### src/rtl/alu_seq_pkg.sv
// Shared opcode, state and width definitions for the ALU operation sequencer.
package alu_seq_pkg;

    localparam logic [1:0] OP_ADD = 2'b00;
    localparam logic [1:0] OP_SUB = 2'b01;
    localparam logic [1:0] OP_CMP = 2'b10;
    localparam logic [1:0] OP_AND = 2'b11;

    localparam logic [1:0] ST_IDLE   = 2'd0;
    localparam logic [1:0] ST_SETTLE = 2'd1;
    localparam logic [1:0] ST_RESP   = 2'd2;

    localparam int RES_W = 5;

    function automatic logic is_onehot3(input logic [2:0] f);
        return (f == 3'b001) || (f == 3'b010) || (f == 3'b100);
    endfunction

endpackage

### src/rtl/alu_op_sequencer_if.sv
// Request, response and ALU select/operand/result bus of the sequencer.
interface alu_op_sequencer_if;
    import alu_seq_pkg::*;

    logic             req_valid;
    logic             req_ready;
    logic [1:0]       req_op;
    logic [3:0]       req_a;
    logic [3:0]       req_b;

    logic             alu_s1;
    logic             alu_s0;
    logic [3:0]       alu_a;
    logic [3:0]       alu_b;
    logic [3:0]       alu_sum;
    logic             alu_carry;
    logic [3:0]       alu_diff;
    logic             alu_dcarry;
    logic             alu_agb;
    logic             alu_alb;
    logic             alu_aeb;
    logic [3:0]       alu_and;

    logic             rsp_valid;
    logic             rsp_ready;
    logic [1:0]       rsp_op;
    logic [RES_W-1:0] rsp_result;
    logic             rsp_err;

    modport master (
        input  req_valid, req_op, req_a, req_b,
        input  alu_sum, alu_carry, alu_diff, alu_dcarry,
        input  alu_agb, alu_alb, alu_aeb, alu_and,
        input  rsp_ready,
        output req_ready,
        output alu_s1, alu_s0, alu_a, alu_b,
        output rsp_valid, rsp_op, rsp_result, rsp_err
    );

    modport slave (
        output req_valid, req_op, req_a, req_b,
        output alu_sum, alu_carry, alu_diff, alu_dcarry,
        output alu_agb, alu_alb, alu_aeb, alu_and,
        output rsp_ready,
        input  req_ready,
        input  alu_s1, alu_s0, alu_a, alu_b,
        input  rsp_valid, rsp_op, rsp_result, rsp_err
    );

endinterface

### src/rtl/alu_result_pack.sv
// Selects and packs the ALU result bus into the response word for the executed opcode.
module alu_result_pack
    import alu_seq_pkg::*;
(
    input  logic [1:0]       i_op,
    input  logic [3:0]       i_sum,
    input  logic             i_carry,
    input  logic [3:0]       i_diff,
    input  logic             i_dcarry,
    input  logic             i_agb,
    input  logic             i_alb,
    input  logic             i_aeb,
    input  logic [3:0]       i_and,
    output logic [RES_W-1:0] o_result,
    output logic             o_err
);

    always_comb begin
        o_result = '0;
        o_err    = 1'b0;
        case (i_op)
            OP_ADD: o_result = {i_carry, i_sum};
            OP_SUB: o_result = {i_dcarry, i_diff};
            OP_CMP: begin
                o_result = {2'b00, i_agb, i_alb, i_aeb};
                o_err    = !is_onehot3({i_agb, i_alb, i_aeb});
            end
            default: o_result = {1'b0, i_and};
        endcase
    end

endmodule

### src/rtl/alu_op_sequencer.sv
// Launches one ALU operation per request, waits SETTLE_CYCLES, returns the packed result.
//   state  | meaning
//   IDLE   | ready for a request
//   SETTLE | operands driven, settle counter running
//   RESP   | response held until rsp_ready
module alu_op_sequencer
    import alu_seq_pkg::*;
#(
    parameter int SETTLE_CYCLES = 1,
    parameter int CNT_W         = 8
) (
    input  logic             i_clk,
    input  logic             i_rst,
    alu_op_sequencer_if.master bus,
    output logic [CNT_W-1:0] o_op_count
);

    localparam logic [3:0] CNT_LOAD = 4'(SETTLE_CYCLES - 1);

    logic [1:0]       r_state;
    logic [3:0]       r_cnt;
    logic             r_s1;
    logic             r_s0;
    logic [3:0]       r_a;
    logic [3:0]       r_b;
    logic [1:0]       r_rsp_op;
    logic [RES_W-1:0] r_rsp_result;
    logic             r_rsp_err;
    logic [CNT_W-1:0] r_op_count;

    logic [RES_W-1:0] w_result;
    logic             w_err;

    alu_result_pack u_pack (
        .i_op     ({r_s1, r_s0}),
        .i_sum    (bus.alu_sum),
        .i_carry  (bus.alu_carry),
        .i_diff   (bus.alu_diff),
        .i_dcarry (bus.alu_dcarry),
        .i_agb    (bus.alu_agb),
        .i_alb    (bus.alu_alb),
        .i_aeb    (bus.alu_aeb),
        .i_and    (bus.alu_and),
        .o_result (w_result),
        .o_err    (w_err)
    );

    always_ff @(posedge i_clk) begin
        if (i_rst) begin
            r_state      <= ST_IDLE;
            r_cnt        <= '0;
            r_s1         <= 1'b0;
            r_s0         <= 1'b0;
            r_a          <= '0;
            r_b          <= '0;
            r_rsp_op     <= '0;
            r_rsp_result <= '0;
            r_rsp_err    <= 1'b0;
            r_op_count   <= '0;
        end else begin
            case (r_state)
                ST_IDLE: begin
                    if (bus.req_valid) begin
                        {r_s1, r_s0} <= bus.req_op;
                        r_a          <= bus.req_a;
                        r_b          <= bus.req_b;
                        r_cnt        <= CNT_LOAD;
                        r_state      <= ST_SETTLE;
                    end
                end
                ST_SETTLE: begin
                    if (r_cnt == '0) begin
                        r_rsp_op     <= {r_s1, r_s0};
                        r_rsp_result <= w_result;
                        r_rsp_err    <= w_err;
                        r_state      <= ST_RESP;
                    end else begin
                        r_cnt <= r_cnt - 4'd1;
                    end
                end
                ST_RESP: begin
                    if (bus.rsp_ready) begin
                        r_op_count <= r_op_count + 1'b1;
                        r_state    <= ST_IDLE;
                    end
                end
                default: r_state <= ST_IDLE;
            endcase
        end
    end

    assign bus.req_ready  = (r_state == ST_IDLE) && !i_rst;
    assign bus.rsp_valid  = (r_state == ST_RESP);
    assign bus.alu_s1     = r_s1;
    assign bus.alu_s0     = r_s0;
    assign bus.alu_a      = r_a;
    assign bus.alu_b      = r_b;
    assign bus.rsp_op     = r_rsp_op;
    assign bus.rsp_result = r_rsp_result;
    assign bus.rsp_err    = r_rsp_err;
    assign o_op_count     = r_op_count;

endmodule

### src/flat_wrapper.sv
// flat-port wrapper written by rule: the top's interface ports become plain ports
module alu_op_sequencer_flat import alu_seq_pkg::*;
#(
    parameter int SETTLE_CYCLES = 1,
    parameter int CNT_W         = 8
)
  (i_clk, i_rst, o_op_count, bus_req_valid, bus_req_op, bus_req_a, bus_req_b, bus_alu_sum, bus_alu_carry, bus_alu_diff, bus_alu_dcarry, bus_alu_agb, bus_alu_alb, bus_alu_aeb, bus_alu_and, bus_rsp_ready, bus_req_ready, bus_alu_s1, bus_alu_s0, bus_alu_a, bus_alu_b, bus_rsp_valid, bus_rsp_op, bus_rsp_result, bus_rsp_err);
  alu_op_sequencer_if bus_i ();
  input  logic i_clk;
  input  logic i_rst;
  output logic [CNT_W-1:0] o_op_count;
  input wire logic [$bits(bus_i.req_valid)-1:0] bus_req_valid;
  input wire logic [$bits(bus_i.req_op)-1:0] bus_req_op;
  input wire logic [$bits(bus_i.req_a)-1:0] bus_req_a;
  input wire logic [$bits(bus_i.req_b)-1:0] bus_req_b;
  input wire logic [$bits(bus_i.alu_sum)-1:0] bus_alu_sum;
  input wire logic [$bits(bus_i.alu_carry)-1:0] bus_alu_carry;
  input wire logic [$bits(bus_i.alu_diff)-1:0] bus_alu_diff;
  input wire logic [$bits(bus_i.alu_dcarry)-1:0] bus_alu_dcarry;
  input wire logic [$bits(bus_i.alu_agb)-1:0] bus_alu_agb;
  input wire logic [$bits(bus_i.alu_alb)-1:0] bus_alu_alb;
  input wire logic [$bits(bus_i.alu_aeb)-1:0] bus_alu_aeb;
  input wire logic [$bits(bus_i.alu_and)-1:0] bus_alu_and;
  input wire logic [$bits(bus_i.rsp_ready)-1:0] bus_rsp_ready;
  output wire logic [$bits(bus_i.req_ready)-1:0] bus_req_ready;
  output wire logic [$bits(bus_i.alu_s1)-1:0] bus_alu_s1;
  output wire logic [$bits(bus_i.alu_s0)-1:0] bus_alu_s0;
  output wire logic [$bits(bus_i.alu_a)-1:0] bus_alu_a;
  output wire logic [$bits(bus_i.alu_b)-1:0] bus_alu_b;
  output wire logic [$bits(bus_i.rsp_valid)-1:0] bus_rsp_valid;
  output wire logic [$bits(bus_i.rsp_op)-1:0] bus_rsp_op;
  output wire logic [$bits(bus_i.rsp_result)-1:0] bus_rsp_result;
  output wire logic [$bits(bus_i.rsp_err)-1:0] bus_rsp_err;
  assign bus_i.req_valid = bus_req_valid;
  assign bus_i.req_op = bus_req_op;
  assign bus_i.req_a = bus_req_a;
  assign bus_i.req_b = bus_req_b;
  assign bus_i.alu_sum = bus_alu_sum;
  assign bus_i.alu_carry = bus_alu_carry;
  assign bus_i.alu_diff = bus_alu_diff;
  assign bus_i.alu_dcarry = bus_alu_dcarry;
  assign bus_i.alu_agb = bus_alu_agb;
  assign bus_i.alu_alb = bus_alu_alb;
  assign bus_i.alu_aeb = bus_alu_aeb;
  assign bus_i.alu_and = bus_alu_and;
  assign bus_i.rsp_ready = bus_rsp_ready;
  assign bus_req_ready = bus_i.req_ready;
  assign bus_alu_s1 = bus_i.alu_s1;
  assign bus_alu_s0 = bus_i.alu_s0;
  assign bus_alu_a = bus_i.alu_a;
  assign bus_alu_b = bus_i.alu_b;
  assign bus_rsp_valid = bus_i.rsp_valid;
  assign bus_rsp_op = bus_i.rsp_op;
  assign bus_rsp_result = bus_i.rsp_result;
  assign bus_rsp_err = bus_i.rsp_err;
  alu_op_sequencer #(.SETTLE_CYCLES(SETTLE_CYCLES), .CNT_W(CNT_W)) u_core (.i_clk(i_clk), .i_rst(i_rst), .bus(bus_i), .o_op_count(o_op_count));
endmodule
### config.mk
export PLATFORM = sky130hd
export DESIGN_NAME = alu_op_sequencer_flat
export DESIGN_NICKNAME = d
export VERILOG_FILES = /design/src/rtl/alu_seq_pkg.sv /design/src/rtl/alu_op_sequencer_if.sv /design/src/rtl/alu_result_pack.sv /design/src/rtl/alu_op_sequencer.sv /design/src/flat_wrapper.sv
export SDC_FILE = /design/constraint.sdc
export NUM_CORES = 1
export LEC_CHECK = 0
export ABC_CLOCK_PERIOD_IN_PS = 3390
export CORE_MARGIN = 3
export CORE_UTILIZATION = 46
export CTS_CLUSTER_DIAMETER = 100
export DETAILED_ROUTE_END_ITERATION = 16
export GPL_TIMING_DRIVEN = 0
export PLACE_DENSITY = 0.87
export SETUP_SLACK_MARGIN = 0.4
export SLEW_MARGIN = 30
export SYNTH_ARGS = -nofsm -noshare
export SYNTH_HDL_FRONTEND = slang
export SYNTH_HIERARCHICAL = 1
export SYNTH_SLANG_ARGS = --single-unit
### constraint.sdc
create_clock -name i_clk -period 3.39 [get_ports i_clk]
set_input_delay 0.5085 -clock i_clk [delete_from_list [all_inputs] [get_ports i_clk]]
set_output_delay 0.5085 -clock i_clk [all_outputs]
set_load 0.1 [all_outputs]
==> summary.md <==
| Metric | Value |
|---|---|
| Status | `finished clean` |
| CTS Hold Bufs | `0` |
| 1st-iter DRT viols | `113` |
| Drc violations | `0` |
| FF+latch count, synth | `32` |
| Largest net degree at the start of global routing | `11` |
| CP arrival | `2.30 ns` |
| Remaining antenna violation count | `0` |
| Top delay family on crit path | `buffers and inverters` |
| Cell Rows | `20` |
| Synthesized area per cell | `8.66 µm²` |
| Layout Nets | `273` |
| Via count | `1473` |
| Longest Clk Path Bufs | `2` |
| Port Buffer Count | `58` |
| Die Ht | `63.3 µm` |
| RSZ-0062 raised after global routing | `no` |
| Vias in the first global route | `1507` |
| Top-level port count | `59` |
| Register-to-register setup slack | `1.65 ns` |
| Drt wl/cell | `12.9 µm` |
| CP Capture Type | `output port` |
| Register area share after synthesis | `42.5%` |
| Crit share post-route | `82.9%` |
| Clock Latency Late Sink | `0.33 ns` |
| R2r worst-path depth | `6` |
| Dpl ws | `0.290 ns` |
| Clk_skew | `0.00737 ns` |
| CTS root buf | `clkbuf_4` |
| Peak supply drop | `280 µV` |
| CP Cell Sequence | `clkdlybuf4s50_1 > clkbuf_1 > nor3_2 > dlygate4sd2_1` |
| HP Start | `u_core/bus.alu_b[1]$_SDFFE_PP0P_` |
| Layout area overhead | `46.7%` |
| Starting density of the core | `49.0%` |
| Critical Path RT | `2.88 ns` |
| Multi-input gate area | `786 µm²` |
| Slowest cell on crit path | `dlygate4sd2_1` |
| Actual slew at the worst max-slew pin | `0.994 ns` |
| Synth Instances | `174` |
| Total negative slack | `0 ns` |
| Lkg Pwr | `0.807 nW` |
| Fmax | `356 MHz` |
| HPWL Detailed | `2670 µm` |
| Setup crit start kind | `input port` |
| Slowest stage delay, CP | `0.88 ns` |
| Min-Delay Path Class | `register to register` |
| Total GRT Usage | `20.0%` |
| Initial antenna violation count | `0` |
| Sink Count | `32` |
| Die X-Extent | `63.3 µm` |
| Core area | `3080 µm²` |
| Global-route wire length before repair | `6410 µm` |
| Relative slew slack | `33.5%` |
| Gr ovfl total | `0` |
| Fin crit period | `2.81 ns` |
| WS Path Type | `input port to output port` |
| Syn_nets | `208` |
| Final Max Slew Viols | `0` |
| Share of layout cells above drive strength 1 | `8.79%` |
| Total Wirelength | `3660 µm` |
| Fill cell count | `241` |
| Reg2reg end | `u_core/bus.rsp_op[1]$_SDFFE_PP0P_` |
| Hold EP | `u_core/bus.alu_b[1]$_SDFFE_PP0P_` |
| Pre-antenna DRT Iters | `4` |
| CTS tree | `built` |
| Worst Hold Depth | `2` |
| Sequential cell area | `641 µm²` |
| Cell Pwr Density | `400 nW/µm²` |
| Final worst slack | `0.580 ns` |
| Number of max-cap violations | `0` |
| Clk pin slew, worst setup/hold paths | `0.09 ns` |
| Worst Path Buf+Inv | `3` |
| Post-Synthesis Cell Area | `1510 µm²` |
| Fin. Hold Viols | `0` |
| Worst-path maximum fanout | `10` |
| # H-tree levels | `2` |
| Num CTS Buffers | `5` |
| Final setup viols | `0` |
| Final Wtd Congestion | `0.718` |
| FF-to-FF Start | `u_core/r_cnt[0]$_SDFFE_PP0P_` |
| Ant. Diodes | `0` |
| YS warnings | `6` |
| Netlist cell types | `30` |
| Vias per cell | `5.20` |
| Die area | `4000 µm²` |
[metrics by stage]
step                area, µm²  utilization [%]  cells  total power, mW  hold WS [ns]
global placement         2150             69.8    276            0.657         0.441
finish                   2210             71.9    283            0.886         0.457
floorplan                1510                -    174            0.579         0.464
detailed placement       2150             69.8    276            0.659         0.446
CTS                      2210             71.9    283            0.896         0.459
global route             2210             71.9    283            0.930         0.483
[cell usage after synthesis (all sizes together)]
| library cell | n | area [µm²] |
|---|---|---|
| and2b | 1 | 7.51 |
| o31ai | 2 | 15.0 |
| buf | 6 | 45.0 |
| clkbuf | 6 | 22.5 |
| o211ai | 2 | 15.0 |
| nor2b | 1 | 6.26 |
| nand3 | 11 | 55.1 |
| nand4 | 1 | 6.26 |
| nand3b | 2 | 15.0 |
| nand2b | 2 | 12.5 |
| a21oi | 29 | 145 |
| nor3 | 2 | 10.0 |
| xor2 | 3 | 26.3 |
| mux4 | 3 | 67.6 |
| dfxtp | 32 | 641 |
| nand2 | 23 | 86.3 |
| nor2 | 5 | 18.8 |
| o21ai | 14 | 70.1 |
| inv | 5 | 18.8 |
| or3 | 5 | 31.3 |
| a2111oi | 1 | 15.0 |
| ha | 3 | 37.5 |
| mux2i | 3 | 30.0 |
| or4 | 4 | 30.0 |
| or3b | 2 | 17.5 |
| nand4b | 2 | 32.5 |
| nor3b | 4 | 30.0 |
[worst register-to-register path, stage by stage (launching register included)]
cell      delay (ns)
dfxtp_1         0.33
inv_1           0.09
ha_1            0.16
or3b_2          0.43
clkbuf_1        0.23
o21ai_0         0.26
a21oi_1         0.11
[cells by family after synthesis]
logic type | share of synthesized area [%]
simple gates | 23.8
compound gates | 17.3
flops | 42.5
buf+inv | 5.73
mux | 6.47
xor+xnor | 1.74
fa+ha+maj | 2.49
[flip-flops by register name, summed over array words and instances (netlist names)]
register	cells
u_core/bus.rsp_result	5
u_core/bus.rsp_op	2
u_core/bus.alu_s0	1
u_core/bus.alu_a	4
u_core/r_state	2
u_core/bus.rsp_err	1
u_core/bus.alu_b	4
u_core/r_cnt	4
u_core/bus.alu_s1	1
u_core/o_op_count	8
[metal layers]
| layer | GRT usage, % | vias up | wire, µm |
|---|---|---|---|
| met1 | 21.8 | 682 | 1540 |
| met4 | 6.20 | 0 | 41 |
| met2 | 34.0 | 38 | 1800 |
| met5 | 0 | - | 0 |
| li1 | - | 748 | - |
| met3 | 9.98 | 5 | 276 |
[placed cells by master (no fill, tap or decap), types with 4 or more instances in the layout]
cell             netlist  routed
clkbuf_4               0       5
dfxtp_1               32      32
or4_1                  4       4
or3_1                  5       5
a21oi_1               29      29
clkdlybuf4s50_1        0      57
inv_1                  5       5
nand3_1               11      11
o21ai_0               14      14
clkbuf_1               6       6
nor2_1                 5       5
nor3b_1                4       4
nand2_1               23      23
[area by class of cell]
class	count	area share [%]
clock buffer	7	2.94
tap	44	2.49
multi-input combinational	125	35.5
sequential	32	29.0
timing repair buffer	58	26.2
buffer	12	3.05
inverter	5	0.848
[how the worst max path moves through the flow]
| stage | end | cells past startpoint | start |
|---|---|---|---|
| global route | bus_req_ready | 4 | i_rst |
| detailed placement | bus_req_ready | 4 | i_rst |
| global placement | bus_req_ready | 4 | i_rst |
| CTS | bus_req_ready | 4 | i_rst |
| finish | bus_req_ready | 4 | i_rst |
| floorplan | bus_req_ready | 2 | i_rst |
[what timing repair did]
item,CTS,global route
setup endpoints to repair,1,0
setup buffers,0,0
resized for setup,1,0
[power by group]
group	total (mW)	internal, mW	switching [mW]	leakage (nW)
combinational	0.249	0.0850	0.165	0.509
sequential	0.400	0.391	0.00984	0.260
clock	0.236	0.117	0.118	0.0374
No activity file was read; power rests on OpenSTA's default activity.
